File: src/rtl/cnn_pkg.sv
// rtl/cnn_pkg.sv - shared defaults and FSM state encoding for the pool scheduler
// Contents: N_REQ_DEF, TIMEOUT_DEF, state_e.
package cnn_pkg;

  localparam int N_REQ_DEF   = 4;
  localparam int TIMEOUT_DEF = 255;

  typedef enum logic [2:0] {
    ST_IDLE    = 3'd0,
    ST_PRST    = 3'd1,
    ST_START   = 3'd2,
    ST_RUN     = 3'd3,
    ST_RELEASE = 3'd4,
    ST_ABORT   = 3'd5
  } state_e;

endpackage

File: src/rtl/pool_scheduler_if.sv
// rtl/pool_scheduler_if.sv - requester and pool-engine signal bundle
// master (scheduler): in req, pool_done; out grant, sel, req_done, err, err_id, busy, pool_rst, pool_start.
// slave  (cores + engine): the mirror image.
interface pool_scheduler_if import cnn_pkg::*; #(
  parameter int N_REQ = N_REQ_DEF
);

  localparam int IDX_W = (N_REQ > 1) ? $clog2(N_REQ) : 1;

  logic [N_REQ-1:0] req;
  logic [N_REQ-1:0] grant;
  logic [IDX_W-1:0] sel;
  logic [N_REQ-1:0] req_done;
  logic             err;
  logic [IDX_W-1:0] err_id;
  logic             busy;
  logic             pool_rst;
  logic             pool_start;
  logic             pool_done;

  modport master (
    input  req, pool_done,
    output grant, sel, req_done, err, err_id, busy, pool_rst, pool_start
  );

  modport slave (
    output req, pool_done,
    input  grant, sel, req_done, err, err_id, busy, pool_rst, pool_start
  );

endinterface

File: src/rtl/rr_arbiter.sv
// rtl/rr_arbiter.sv - combinational round-robin pick starting at ptr
// in: req[N_REQ], ptr; out: winner (one-hot, zero if no req), winner_idx.
module rr_arbiter import cnn_pkg::*; #(
  parameter  int N_REQ = N_REQ_DEF,
  localparam int IDX_W = (N_REQ > 1) ? $clog2(N_REQ) : 1
) (
  input  logic [N_REQ-1:0] req,
  input  logic [IDX_W-1:0] ptr,
  output logic [N_REQ-1:0] winner,
  output logic [IDX_W-1:0] winner_idx
);

  logic [IDX_W:0]   sum;
  logic [IDX_W-1:0] cand;
  logic             found;

  // Scan ptr, ptr+1, ... wrapping at N_REQ; the first asserted request wins.
  always_comb begin
    winner     = '0;
    winner_idx = '0;
    found      = 1'b0;
    sum        = '0;
    cand       = '0;
    for (int k = 0; k < N_REQ; k++) begin
      sum = {1'b0, ptr} + (IDX_W+1)'(k);
      if (sum >= (IDX_W+1)'(N_REQ)) sum = sum - (IDX_W+1)'(N_REQ);
      cand = sum[IDX_W-1:0];
      if (!found && req[cand]) begin
        found        = 1'b1;
        winner[cand] = 1'b1;
        winner_idx   = cand;
      end
    end
  end

endmodule

File: src/rtl/pool_scheduler.sv
// rtl/pool_scheduler.sv - time-shares one pool_layer engine among N_REQ conv cores
// in: clk, rst (sync, active-high), bus.req, bus.pool_done
// out: bus.grant, bus.sel, bus.req_done, bus.err, bus.err_id, bus.busy, bus.pool_rst, bus.pool_start
module pool_scheduler import cnn_pkg::*; #(
  parameter  int N_REQ   = N_REQ_DEF,
  parameter  int TIMEOUT = TIMEOUT_DEF,
  localparam int IDX_W   = (N_REQ > 1) ? $clog2(N_REQ) : 1,
  localparam int CNT_W   = $clog2(TIMEOUT + 1)
) (
  input logic               clk,
  input logic               rst,
  pool_scheduler_if.master  bus
);

  localparam logic [CNT_W-1:0] CNT_LAST = CNT_W'(TIMEOUT - 1);
  localparam logic [CNT_W-1:0] CNT_SAT  = CNT_W'(TIMEOUT);

  state_e           state;
  logic [IDX_W-1:0] ptr;
  logic [CNT_W-1:0] cnt;
  logic [N_REQ-1:0] win;
  logic [IDX_W-1:0] win_idx;
  logic [IDX_W-1:0] next_ptr;

  rr_arbiter #(.N_REQ(N_REQ)) u_arb (
    .req        (bus.req),
    .ptr        (ptr),
    .winner     (win),
    .winner_idx (win_idx)
  );

  // sel is the current owner's index; the next search starts just past it.
  assign next_ptr = (bus.sel == IDX_W'(N_REQ - 1)) ? '0 : bus.sel + 1'b1;

  always_ff @(posedge clk) begin
    if (rst) begin
      state          <= ST_IDLE;
      ptr            <= '0;
      cnt            <= '0;
      bus.grant      <= '0;
      bus.sel        <= '0;
      bus.req_done   <= '0;
      bus.err        <= 1'b0;
      bus.err_id     <= '0;
      bus.busy       <= 1'b0;
      // Hold the engine in reset alongside the scheduler.
      bus.pool_rst   <= 1'b1;
      bus.pool_start <= 1'b0;
    end else begin
      // Pulse outputs default low; states below raise them for one cycle.
      bus.req_done   <= '0;
      bus.err        <= 1'b0;
      bus.pool_rst   <= 1'b0;
      bus.pool_start <= 1'b0;
      case (state)
        ST_IDLE: begin
          if (|bus.req) begin
            state        <= ST_PRST;
            bus.grant    <= win;
            bus.sel      <= win_idx;
            bus.busy     <= 1'b1;
            // The engine sits in DONE after a job; it must be reset to accept a new one.
            bus.pool_rst <= 1'b1;
          end
        end
        ST_PRST: begin
          state          <= ST_START;
          bus.pool_start <= 1'b1;
        end
        ST_START: begin
          state <= ST_RUN;
          cnt   <= '0;
        end
        ST_RUN: begin
          // pool_done is only trusted here; a level left over from the previous job is ignored elsewhere.
          if (bus.pool_done) begin
            state        <= ST_RELEASE;
            bus.req_done <= bus.grant;
          end else if (cnt == CNT_LAST) begin
            state        <= ST_ABORT;
            bus.err      <= 1'b1;
            bus.err_id   <= bus.sel;
            bus.pool_rst <= 1'b1;
          end else if (cnt != CNT_SAT) begin
            cnt <= cnt + 1'b1;
          end
        end
        ST_RELEASE, ST_ABORT: begin
          state     <= ST_IDLE;
          bus.grant <= '0;
          bus.busy  <= 1'b0;
          ptr       <= next_ptr;
        end
        default: state <= ST_IDLE;
      endcase
    end
  end

endmodule

File: src/flat_wrapper.sv
// flat-port wrapper written by rule: the top's interface ports become plain ports
module pool_scheduler_flat import cnn_pkg::*;
#(
  parameter  int N_REQ   = N_REQ_DEF,
  parameter  int TIMEOUT = TIMEOUT_DEF,
  localparam int IDX_W   = (N_REQ > 1) ? $clog2(N_REQ) : 1,
  localparam int CNT_W   = $clog2(TIMEOUT + 1)
)
  (clk, rst, bus_req, bus_pool_done, bus_grant, bus_sel, bus_req_done, bus_err, bus_err_id, bus_busy, bus_pool_rst, bus_pool_start);
  pool_scheduler_if #(.N_REQ(N_REQ)) bus_i ();
  input logic clk;
  input logic rst;
  input wire logic [$bits(bus_i.req)-1:0] bus_req;
  input wire logic [$bits(bus_i.pool_done)-1:0] bus_pool_done;
  output wire logic [$bits(bus_i.grant)-1:0] bus_grant;
  output wire logic [$bits(bus_i.sel)-1:0] bus_sel;
  output wire logic [$bits(bus_i.req_done)-1:0] bus_req_done;
  output wire logic [$bits(bus_i.err)-1:0] bus_err;
  output wire logic [$bits(bus_i.err_id)-1:0] bus_err_id;
  output wire logic [$bits(bus_i.busy)-1:0] bus_busy;
  output wire logic [$bits(bus_i.pool_rst)-1:0] bus_pool_rst;
  output wire logic [$bits(bus_i.pool_start)-1:0] bus_pool_start;
  assign bus_i.req = bus_req;
  assign bus_i.pool_done = bus_pool_done;
  assign bus_grant = bus_i.grant;
  assign bus_sel = bus_i.sel;
  assign bus_req_done = bus_i.req_done;
  assign bus_err = bus_i.err;
  assign bus_err_id = bus_i.err_id;
  assign bus_busy = bus_i.busy;
  assign bus_pool_rst = bus_i.pool_rst;
  assign bus_pool_start = bus_i.pool_start;
  pool_scheduler #(.N_REQ(N_REQ), .TIMEOUT(TIMEOUT)) u_core (.clk(clk), .rst(rst), .bus(bus_i));
endmodule
File: config.mk
export PLATFORM = sky130hd
export DESIGN_NAME = pool_scheduler_flat
export DESIGN_NICKNAME = d
export VERILOG_FILES = /design/src/rtl/cnn_pkg.sv /design/src/rtl/pool_scheduler_if.sv /design/src/rtl/rr_arbiter.sv /design/src/rtl/pool_scheduler.sv /design/src/flat_wrapper.sv
export SDC_FILE = /design/constraint.sdc
export NUM_CORES = 1
export LEC_CHECK = 0
export ABC_AREA = 1
export CAP_MARGIN = 25
export CORE_MARGIN = 5
export CORE_UTILIZATION = 50
export CTS_BUF_LIST = sky130_fd_sc_hd__clkbuf_4 sky130_fd_sc_hd__clkbuf_8
export CTS_CLUSTER_DIAMETER = 150
export DETAILED_ROUTE_END_ITERATION = 12
export PLACE_DENSITY = 0.76
export SLEW_MARGIN = 40
export SYNTH_ARGS = -nofsm -noshare
export SYNTH_HDL_FRONTEND = slang
export SYNTH_SLANG_ARGS = --single-unit
File: constraint.sdc
create_clock -name clk -period 2.1 [get_ports clk]
set_clock_uncertainty 0.2 [all_clocks]
set_input_delay 0.315 -clock clk [delete_from_list [all_inputs] [get_ports clk]]
set_output_delay 0.315 -clock clk [all_outputs]
set_load 0.03 [all_outputs]
# After elaboration in Yosys (flattened, before gate mapping)
# Cells that the tools add are included.
dict set report classes {
  addsub 9
  order_cmp 12
  n_eq_ne 13
  mux 49
  n_bitwise 5
  reduce_logical 22
}
# op n
set op_table {}
lappend op_table {{$mux 8} 3}
lappend op_table {{$mux 4} 5}
lappend op_table {{$mux 2} 9}
lappend op_table {{$mux 1} 16}
lappend op_table {{$pmux 8 s2} 1}
lappend op_table {{$lt 2x3->1 const B} 4}
lappend op_table {{$or 4x4->4} 3}
lappend op_table {{$pmux 3 s4} 1}
lappend op_table {{$ge 3x3->1 const B} 3}
lappend op_table {{$mux 3} 3}
lappend op_table {{$add 8x1->8 const B} 1}
lappend op_table {{$bmux 1 s2} 4}
lappend op_table {{$demux 1 s2} 4}
lappend op_table {{$eq 8x8->1 const B} 1}
lappend op_table {{$ge 2x1->1 const B} 4}
lappend op_table {{$ne 8x8->1 const B} 1}
lappend op_table {{$pmux 4 s2} 1}
lappend op_table {{$sub 2x1->2 const B} 4}
lappend op_table {{$logic_and 1x1->1} 7}
lappend op_table {{$add 2x2->3 const B} 2}
lappend op_table {{$eq 3x2->1 const B} 2}
lappend op_table {{$eq 3x3->1 const B} 2}
lappend op_table {{$reduce_and 2->1} 3}
lappend op_table {{$ne 2x1->1 const B} 2}
lappend op_table {{other kinds (17)} 24}
dict set report word_totals {
  reg_bits 29
  input_bits 7
  output_inout_bits 16
  word_cells 121
}

# Logic depth before layout (Yosys ltp)
# Gate-level depths: netlist of run 1.
dict set report depth {
  word_depth 16
  depth_mapped 13
  mapped_depth_nobuf 12
}

# By module
# Synthesis of run 1 repeated with hierarchy kept, for this count alone.
dict set report unflattened {
  cells_unflattened 252
  hier_area_um2 1790.5
}
# module n_inst cells_per_inst area_each_um2 seq_area_each_um2
set modules_own_cells {}
lappend modules_own_cells {pool_scheduler 1 170 1275.0 580.6}
lappend modules_own_cells {rr_arbiter 1 82 515.5 0.0}

# Worst setup path before layout of run 1
# OpenSTA, ideal clock, no wires.
dict set report synth_timing {
  kind {reg-to-reg}
  start {reg u_core.ptr[1]}
  end {reg u_core.bus.sel[0]}
  setup_time_ns 0.109
  arrival_time_ns 1.686
  required_ns 1.791
  path_slack_ns 0.106
  stages_incl_launch_ff 12
  n_path_buf 0
  period_less_slack_ns 1.994
  path_cell_list {dfxtp_1 -> inv_1 -> ha_1 -> inv_1 -> nand3_1 -> nand2_2 -> nor2_8 -> nand2_1 -> nand3_1 -> nand3_1 -> nand2_1 -> inv_1}
}
dict set report synth_between {
  elab_chain_cells 14
  elab_cells_between_ends 36
  cone_classes {7 x add/sub; 4 x order compare; 19 x mux; 6 x reduce/logical}
}
# item line_no
set synth_lines {}
lappend synth_lines {{from (decl)} pool_scheduler.sv:19} ;# logic [IDX_W-1:0] ptr;
lappend synth_lines {{from (signal assigned)} pool_scheduler.sv:92} ;# ptr <= next_ptr;
lappend synth_lines {{branches (longest 13 deep; another with $add 2x1->3)} n/a}
lappend synth_lines {{$mux 2 (*)} rr_arbiter.sv:28} ;# if (!found && req[cand]) begin
lappend synth_lines {{to (signal assigned)} pool_scheduler.sv:60} ;# bus.sel <= win_idx;
lappend synth_lines {{to (decl)} pool_scheduler_if.sv:23} ;# output grant, sel, req_done, err, err_id, busy, pool_rst, pool_start
# Every way passes the cells marked *. The select of a mux whose other input is x is not followed.
# A chain may end at the register's enable or synchronous reset.

# Final worst setup path of run 1
dict set report layout_timing {
  start {reg u_core.bus.sel[1]}
  end {out bus_sel[1]}
}
# item line_no
set layout_rtl {}
lappend layout_rtl {{to (decl)} flat_wrapper.sv:16} ;# output wire logic [$bits(bus_i.sel)-1:0] bus_sel;
# No word-level cell between the ends.

==> results.json, run 1 <==
{
  "worst_pin_slew_ns": 0.374,
  "grt_pass1_vias": 1484,
  "worstHoldPathType": "reg -> reg",
  "final_nets": 291,
  "drive_gt1_share_pct": 17.2,
  "timing.fmax_mhz": 514,
  "coreArea_um2": 3360,
  "syn_nets": 254,
  "layout_commonest_cell": "nand2_1",
  "first_pass_iters": 4,
  "fillers": 321,
  "routed_wl_um": 3650,
  "insertion_delay_ns": 0.33,
  "power_density_nw_per_um2": 809,
  "multiInputGateArea_um2": 1030,
  "fin_hold_ws_ns": 0.254,
  "worstPathArrival_ns": 1.43,
  "io_buffers": 22,
  "required_ns": 1.58,
  "cts_setup_buffers": 0,
  "synth_seq_cells": 29,
  "drv_slew": 0,
  "initial_core_util_pct": 52.3,
  "io_pins": 23,
  "final_antenna_net_count": 0,
  "fin_tns_setup_ns": 0,
  "row_count": 21,
  "crit_type": "reg -> out",
  "cp_num_buf_inv": 1,
  "startpoint_type": "flop",
  "max_slew_margin_pct": 74.9,
  "wl_per_cell_um": 11.4,
  "vdd_drop_max_mv": 0.662,
  "avgSynthCellArea_um2": 7.46,
  "rsz0062_at_grt": "no",
  "root_buffer": "clkbuf_4",
  "vias": 1624,
  "area_growth_pct": 24.3,
  "antenna_found_initial": 0,
  "grt_pass1_wl_um": 6380,
  "grt_util_all_layers_pct": 16.1,
  "viasPerCell": 5.08,
  "drc": 0,
  "cts.htree.levels": 2,
  "yosysSeqAreaShare_pct": 33.0,
  "cts_resized": 0,
  "synth_warnings": 0,
  "setup_viol": 0,
  "clk_path_buf_depth": 2,
  "cts_tree": "done",
  "gp_congestion": 0.876,
  "cts_hold_buf": 0,
  "hold_viol": 0,
  "gr-total-overflow": 0,
  "post-route-period-util_pct": 92.6,
  "crit_chain": "clkdlybuf4s50_1",
  "synth_cell_types": 35,
  "cp_slowest_stage_delay_ns": 0.70,
  "die_y_um": 69.3,
  "cp_slowest_cell": "clkdlybuf4s50_1",
  "drv_cap": 0,
  "antenna_cells": 0,
  "mostFrequentLayoutCells": "nand2_1, nand3_1, inv_1, dfxtp_1, nor2_1",
  "fp.dieArea_um2": 4810,
  "regArea_um2": 582,
  "cts.clk_slew.worst_paths_ns": 0.10,
  "synthCells": 236,
  "die_w_um": 69.3,
  "crit_fanout": 4,
  "cts.sinks": 29,
  "p_leak_nw": 0.931,
  "hpwl_um": 2760,
  "cp_top_family": "buffers and inverters",
  "synth_area_um2": 1760,
  "grt_max_degree": 14,
  "status": "complete, no violations",
  "finalCriticalPeriod_ns": 1.95,
  "end_kind": "primary output",
  "first_iter_violations": 86,
  "cts_made_buffers": 5
}
[cells by family (layout without fill, tap and decap cells)]
| group | count (synthesis) | count (layout) | share of synthesized area [%] |
|---|---|---|---|
| XOR/XNOR | 2 | 2 | 0.995 |
| adder cells (fa/ha/maj) | 11 | 11 | 7.82 |
| AND/OR/NAND/NOR | 122 | 122 | 36.0 |
| flip-flops | 29 | 29 | 33.0 |
| buffers and inverters | 34 | 72 | 8.24 |
| AO/OA/AOI/OAI | 38 | 38 | 13.9 |
[worst reg2reg max path: cells and delay by family (launching register included)]
| family | cells | cell delay [ns] |
|---|---|---|
| buffers and inverters | 3 | 0.30 |
| adders and majority gates | 1 | 0.35 |
| and+or+nand+nor | 6 | 0.46 |
| AOI/OAI and AO/OA | 1 | 0.11 |
| DFF | 1 | 0.39 |
[cells in the mapped netlist]
cell | n | area share, %
a211oi_1 | 1 | 0.43
a211oi_4 | 1 | 1.1
a21boi_0 | 4 | 1.7
a21oi_1 | 13 | 3.7
a21oi_2 | 4 | 2.0
a31oi_1 | 2 | 0.71
buf_1 | 1 | 0.21
buf_6 | 1 | 0.64
clkinv_1 | 1 | 0.21
dfxtp_1 | 29 | 33
ha_1 | 11 | 7.8
inv_1 | 28 | 6.0
inv_2 | 1 | 0.21
inv_4 | 1 | 0.36
inv_8 | 1 | 0.64
nand2_1 | 40 | 8.5
nand2_2 | 5 | 1.8
nand2_4 | 4 | 2.6
nand3_1 | 31 | 8.8
nand3_4 | 1 | 1.0
nand4_1 | 3 | 1.1
nor2_1 | 27 | 5.8
nor2_2 | 3 | 1.1
nor2_4 | 3 | 1.9
nor2_8 | 1 | 1.1
nor3_1 | 1 | 0.28
nor3_2 | 1 | 0.57
nor4_4 | 1 | 1.2
o211a_1 | 1 | 0.57
o211ai_1 | 2 | 0.85
o21ai_0 | 9 | 2.6
o21ai_1 | 1 | 0.28
or2_2 | 1 | 0.36
xnor2_1 | 1 | 0.50
xor2_1 | 1 | 0.50
[state kept, by name, indices dropped and copies added (netlist names)]
| register | cells |
|---|---|
| u_core.bus.pool_start | 1 |
| u_core.bus.req_done | 4 |
| u_core.bus.busy | 1 |
| u_core.bus.sel | 2 |
| u_core.bus.err_id | 2 |
| u_core.bus.err | 1 |
| u_core.bus.pool_rst | 1 |
| u_core.cnt | 8 |
| u_core.state | 3 |
| u_core.bus.grant | 4 |
| u_core.ptr | 2 |
[where the power goes]
group	internal, W	total [W]	switching, W	leakage [nW]
registers	0.000610	0.000665	0.0000543	0.237
logic	0.000236	0.000618	0.000382	0.646
clock network	0.000297	0.000488	0.000191	0.0489
[path summary, 6_finish.rpt]
check                                                      start                                end  slack (ns)  cells after the start
worst max register to register        u_core.ptr[0]$_SDFFE_PP0N_   u_core.bus.grant[3]$_SDFFE_PP0P_        0.24                     11
worst max-delay path              u_core.bus.sel[1]$_SDFFE_PP0P_                         bus_sel[1]        0.15                      1
worst min register to register  u_core.bus.grant[0]$_SDFFE_PP0P_  u_core.bus.req_done[0]$_SDFF_PP0_        0.25                      2
worst min-delay path            u_core.bus.grant[0]$_SDFFE_PP0P_  u_core.bus.req_done[0]$_SDFF_PP0_        0.25                      2
[per-stage QoR]
| stage | util (%) | instances | setup slack, ns | total power [W] | cell area (um^2) |
|---|---|---|---|---|---|
| 2_1_floorplan | - | 236 | 0.106 | 0.00110 | 1760 |
| 5_1_grt | 65.1 | 320 | 0.0102 | 0.00189 | 2190 |
| 4_1_cts | 65.0 | 320 | 0.131 | 0.00178 | 2190 |
| 3_3_place_gp | 62.4 | 312 | 0.0460 | 0.00129 | 2100 |
| 3_5_place_dp | 62.4 | 312 | 0.00950 | 0.00129 | 2100 |
| 6_report | 65.1 | 320 | 0.155 | 0.00177 | 2190 |
[area by class of cell]
| cell class | instances | area share [%] |
|---|---|---|
| timing repair buffer | 32 | 13.5 |
| tap | 46 | 2.63 |
| clock buffer | 7 | 2.69 |
| multi-input combinational | 173 | 47.3 |
| clock inverter | 1 | 1.37 |
| sequential | 29 | 26.6 |
| inverter | 32 | 5.95 |
[metal layers]
metal,GRT usage [%],vias up,wire [um]
li1,-,849,-
met1,19.9,736,1820
met2,26.0,31,1630
met3,4.93,8,140
met4,6.29,0,57
met5,0,-,0
Power figures use the tool's default switching activity.
==> inputs of run 2 (changes only) <==
--- a/config.mk
+++ b/config.mk
@@ -12,6 +12,7 @@
 export CTS_BUF_LIST = sky130_fd_sc_hd__clkbuf_4 sky130_fd_sc_hd__clkbuf_8
 export CTS_CLUSTER_DIAMETER = 150
 export DETAILED_ROUTE_END_ITERATION = 12
+export MAX_ROUTING_LAYER = met4
 export PLACE_DENSITY = 0.76
 export SLEW_MARGIN = 40
 export SYNTH_ARGS = -nofsm -noshare
==> results.json, run 2 (synthesized netlist as in run 1, its figures left out) <==
{
  "clk_path_buf_depth": 2,
  "mostFrequentLayoutCells": "nand2_1, nand3_1, inv_1, dfxtp_1, nor2_1",
  "root_buffer": "clkbuf_4",
  "die_y_um": 69.3,
  "initial_core_util_pct": 52.3,
  "p_leak_nw": 0.931,
  "vdd_drop_max_mv": 0.660,
  "grt_util_all_layers_pct": 16.4,
  "first_iter_violations": 89,
  "final_antenna_net_count": 0,
  "antenna_cells": 0,
  "cts_setup_buffers": 0,
  "worstPathArrival_ns": 1.43,
  "hpwl_um": 2760,
  "finalCriticalPeriod_ns": 1.94,
  "fin_area_um2": 2190,
  "grt_busiest_layer": "met2",
  "cts.clk_slew.worst_paths_ns": 0.10,
  "gp_congestion": 0.891,
  "power_density_nw_per_um2": 809,
  "hold_viol": 0,
  "startpoint_type": "flop",
  "timing.fmax_mhz": 515,
  "status": "complete, no violations",
  "wl_per_cell_um": 11.4,
  "grt_max_degree": 14,
  "io_pins": 23,
  "layout_commonest_cell": "nand2_1",
  "cp_num_buf_inv": 1,
  "cts.htree.levels": 2,
  "coreArea_um2": 3360,
  "largest_reg_flops": 8,
  "fillers": 321,
  "pre_cts_slack_ns": 0.00950,
  "fin_ws_ns": 0.158,
  "post-route-period-util_pct": 92.5,
  "crit_fanout": 4,
  "drive_gt1_share_pct": 17.2,
  "antenna_found_initial": 0,
  "drv_cap": 0,
  "grt_pass1_wl_um": 6380,
  "cts.sinks": 29,
  "grt_util_met1_pct": 19.9,
  "setup_viol": 0,
  "fp.dieArea_um2": 4810,
  "use_met3_pct": 4.49,
  "drv_slew": 0,
  "die_w_um": 69.3,
  "vias": 1625,
  "first_pass_iters": 4,
  "cp_top_family": "buffers and inverters",
  "insertion_delay_ns": 0.33,
  "io_buffers": 22,
  "reg.largest.list": "u_core.cnt x8, u_core.bus.grant x4, u_core.bus.req_done x4",
  "regArea_um2": 582,
  "top_register": "u_core.cnt",
  "area_growth_pct": 24.3,
  "row_count": 21,
  "cts_tree": "done",
  "gr-total-overflow": 0,
  "cp_slowest_cell": "clkdlybuf4s50_1",
  "crit_type": "reg -> out",
  "multiInputGateArea_um2": 1030,
  "viasPerCell": 5.08,
  "cts_resized": 0,
  "required_ns": 1.58,
  "rsz0062_at_grt": "no",
  "end_kind": "primary output",
  "fin_hold_ws_ns": 0.254,
  "crit_start": "u_core.bus.sel[1]$_SDFFE_PP0P_",
  "placed_area_um2": 2100,
  "worstHoldPathType": "reg -> reg",
  "grtUsageMet2_pct": 26.0,
  "max_slew_margin_pct": 75.0,
  "routed_wl_um": 3640,
  "grt_pass1_vias": 1490,
  "cts_hold_buf": 0,
  "cts_made_buffers": 5,
  "hp-start": "u_core.bus.grant[0]$_SDFFE_PP0P_",
  "cp_slowest_stage_delay_ns": 0.70,
  "final_nets": 291,
  "drc": 0,
  "worst_pin_slew_ns": 0.372,
  "fin_tns_setup_ns": 0,
  "crit_chain": "clkdlybuf4s50_1",
  "worstReg2RegStart": "u_core.ptr[0]$_SDFFE_PP0N_"
}
run 2: cell counts in the layout (fill, tap and decap cells not counted):
Identical to the previous run, type by type.
run 2: worst paths after layout:
| kind | to | slack (ns) | cells past startpoint |
|---|---|---|---|
| max | bus_sel[1] | 0.16 | 1 |
| min | u_core.bus.req_done[0]$_SDFF_PP0_ | 0.25 | 2 |
| max reg2reg | u_core.bus.sel[0]$_SDFFE_PP0P_ | 0.23 | 12 |
| min reg2reg | u_core.bus.req_done[0]$_SDFF_PP0_ | 0.25 | 2 |
run 2: per-stage QoR:
step	instances	power [W]	util (%)
global placement	312	0.00129	62.4
finish	320	0.00177	65.1
detailed placement	312	0.00129	62.4
CTS	320	0.00178	65.0
floorplan	236	0.00110	-
global route	320	0.00189	65.1
run 2: final cells by class:
cell class	instances	share of cell area, %
Timing Repair Buffer	32	13.5
Clock buffer	7	2.69
Sequential cell	29	26.6
Tap cell	46	2.63
Inverter	32	5.95
Clock inverter	1	1.37
Multi-Input combinational cell	173	47.3
run 2: report_power, final:
group / switching [W] / internal [W]
combinational: 0.000382 / 0.000236
sequential: 0.0000541 / 0.000610
clock: 0.000190 / 0.000297
run 2: per-layer routing:
layer	vias to the layer above	wire length (um)
li1	846	-
met1	738	1800
met2	33	1630
met3	8	151
met4	0	57
met5	-	0
run 2: worst reg2reg max path, stage by stage, from the launching register on:
cell and delay, ns:
dfxtp_2 0.39, inv_8 0.03, ha_1 0.35, inv_1 0.12
nand3_1 0.09, nand2_1 0.07, nand2_1 0.04, inv_1 0.15
nand2_1 0.10, nand3_1 0.08, nand3_1 0.07, nand2_1 0.07
inv_1 0.03
==> inputs of run 3 (changes only) <==
--- a/config.mk
+++ b/config.mk
@@ -12,6 +12,7 @@
 export CTS_BUF_LIST = sky130_fd_sc_hd__clkbuf_4 sky130_fd_sc_hd__clkbuf_8
 export CTS_CLUSTER_DIAMETER = 150
 export DETAILED_ROUTE_END_ITERATION = 12
+export HOLD_SLACK_MARGIN = 0.06
 export MAX_ROUTING_LAYER = met4
 export PLACE_DENSITY = 0.76
 export SLEW_MARGIN = 40
==> results of run 3 <==
The final DEF is identical to that of run 2; final timing and power are the same.
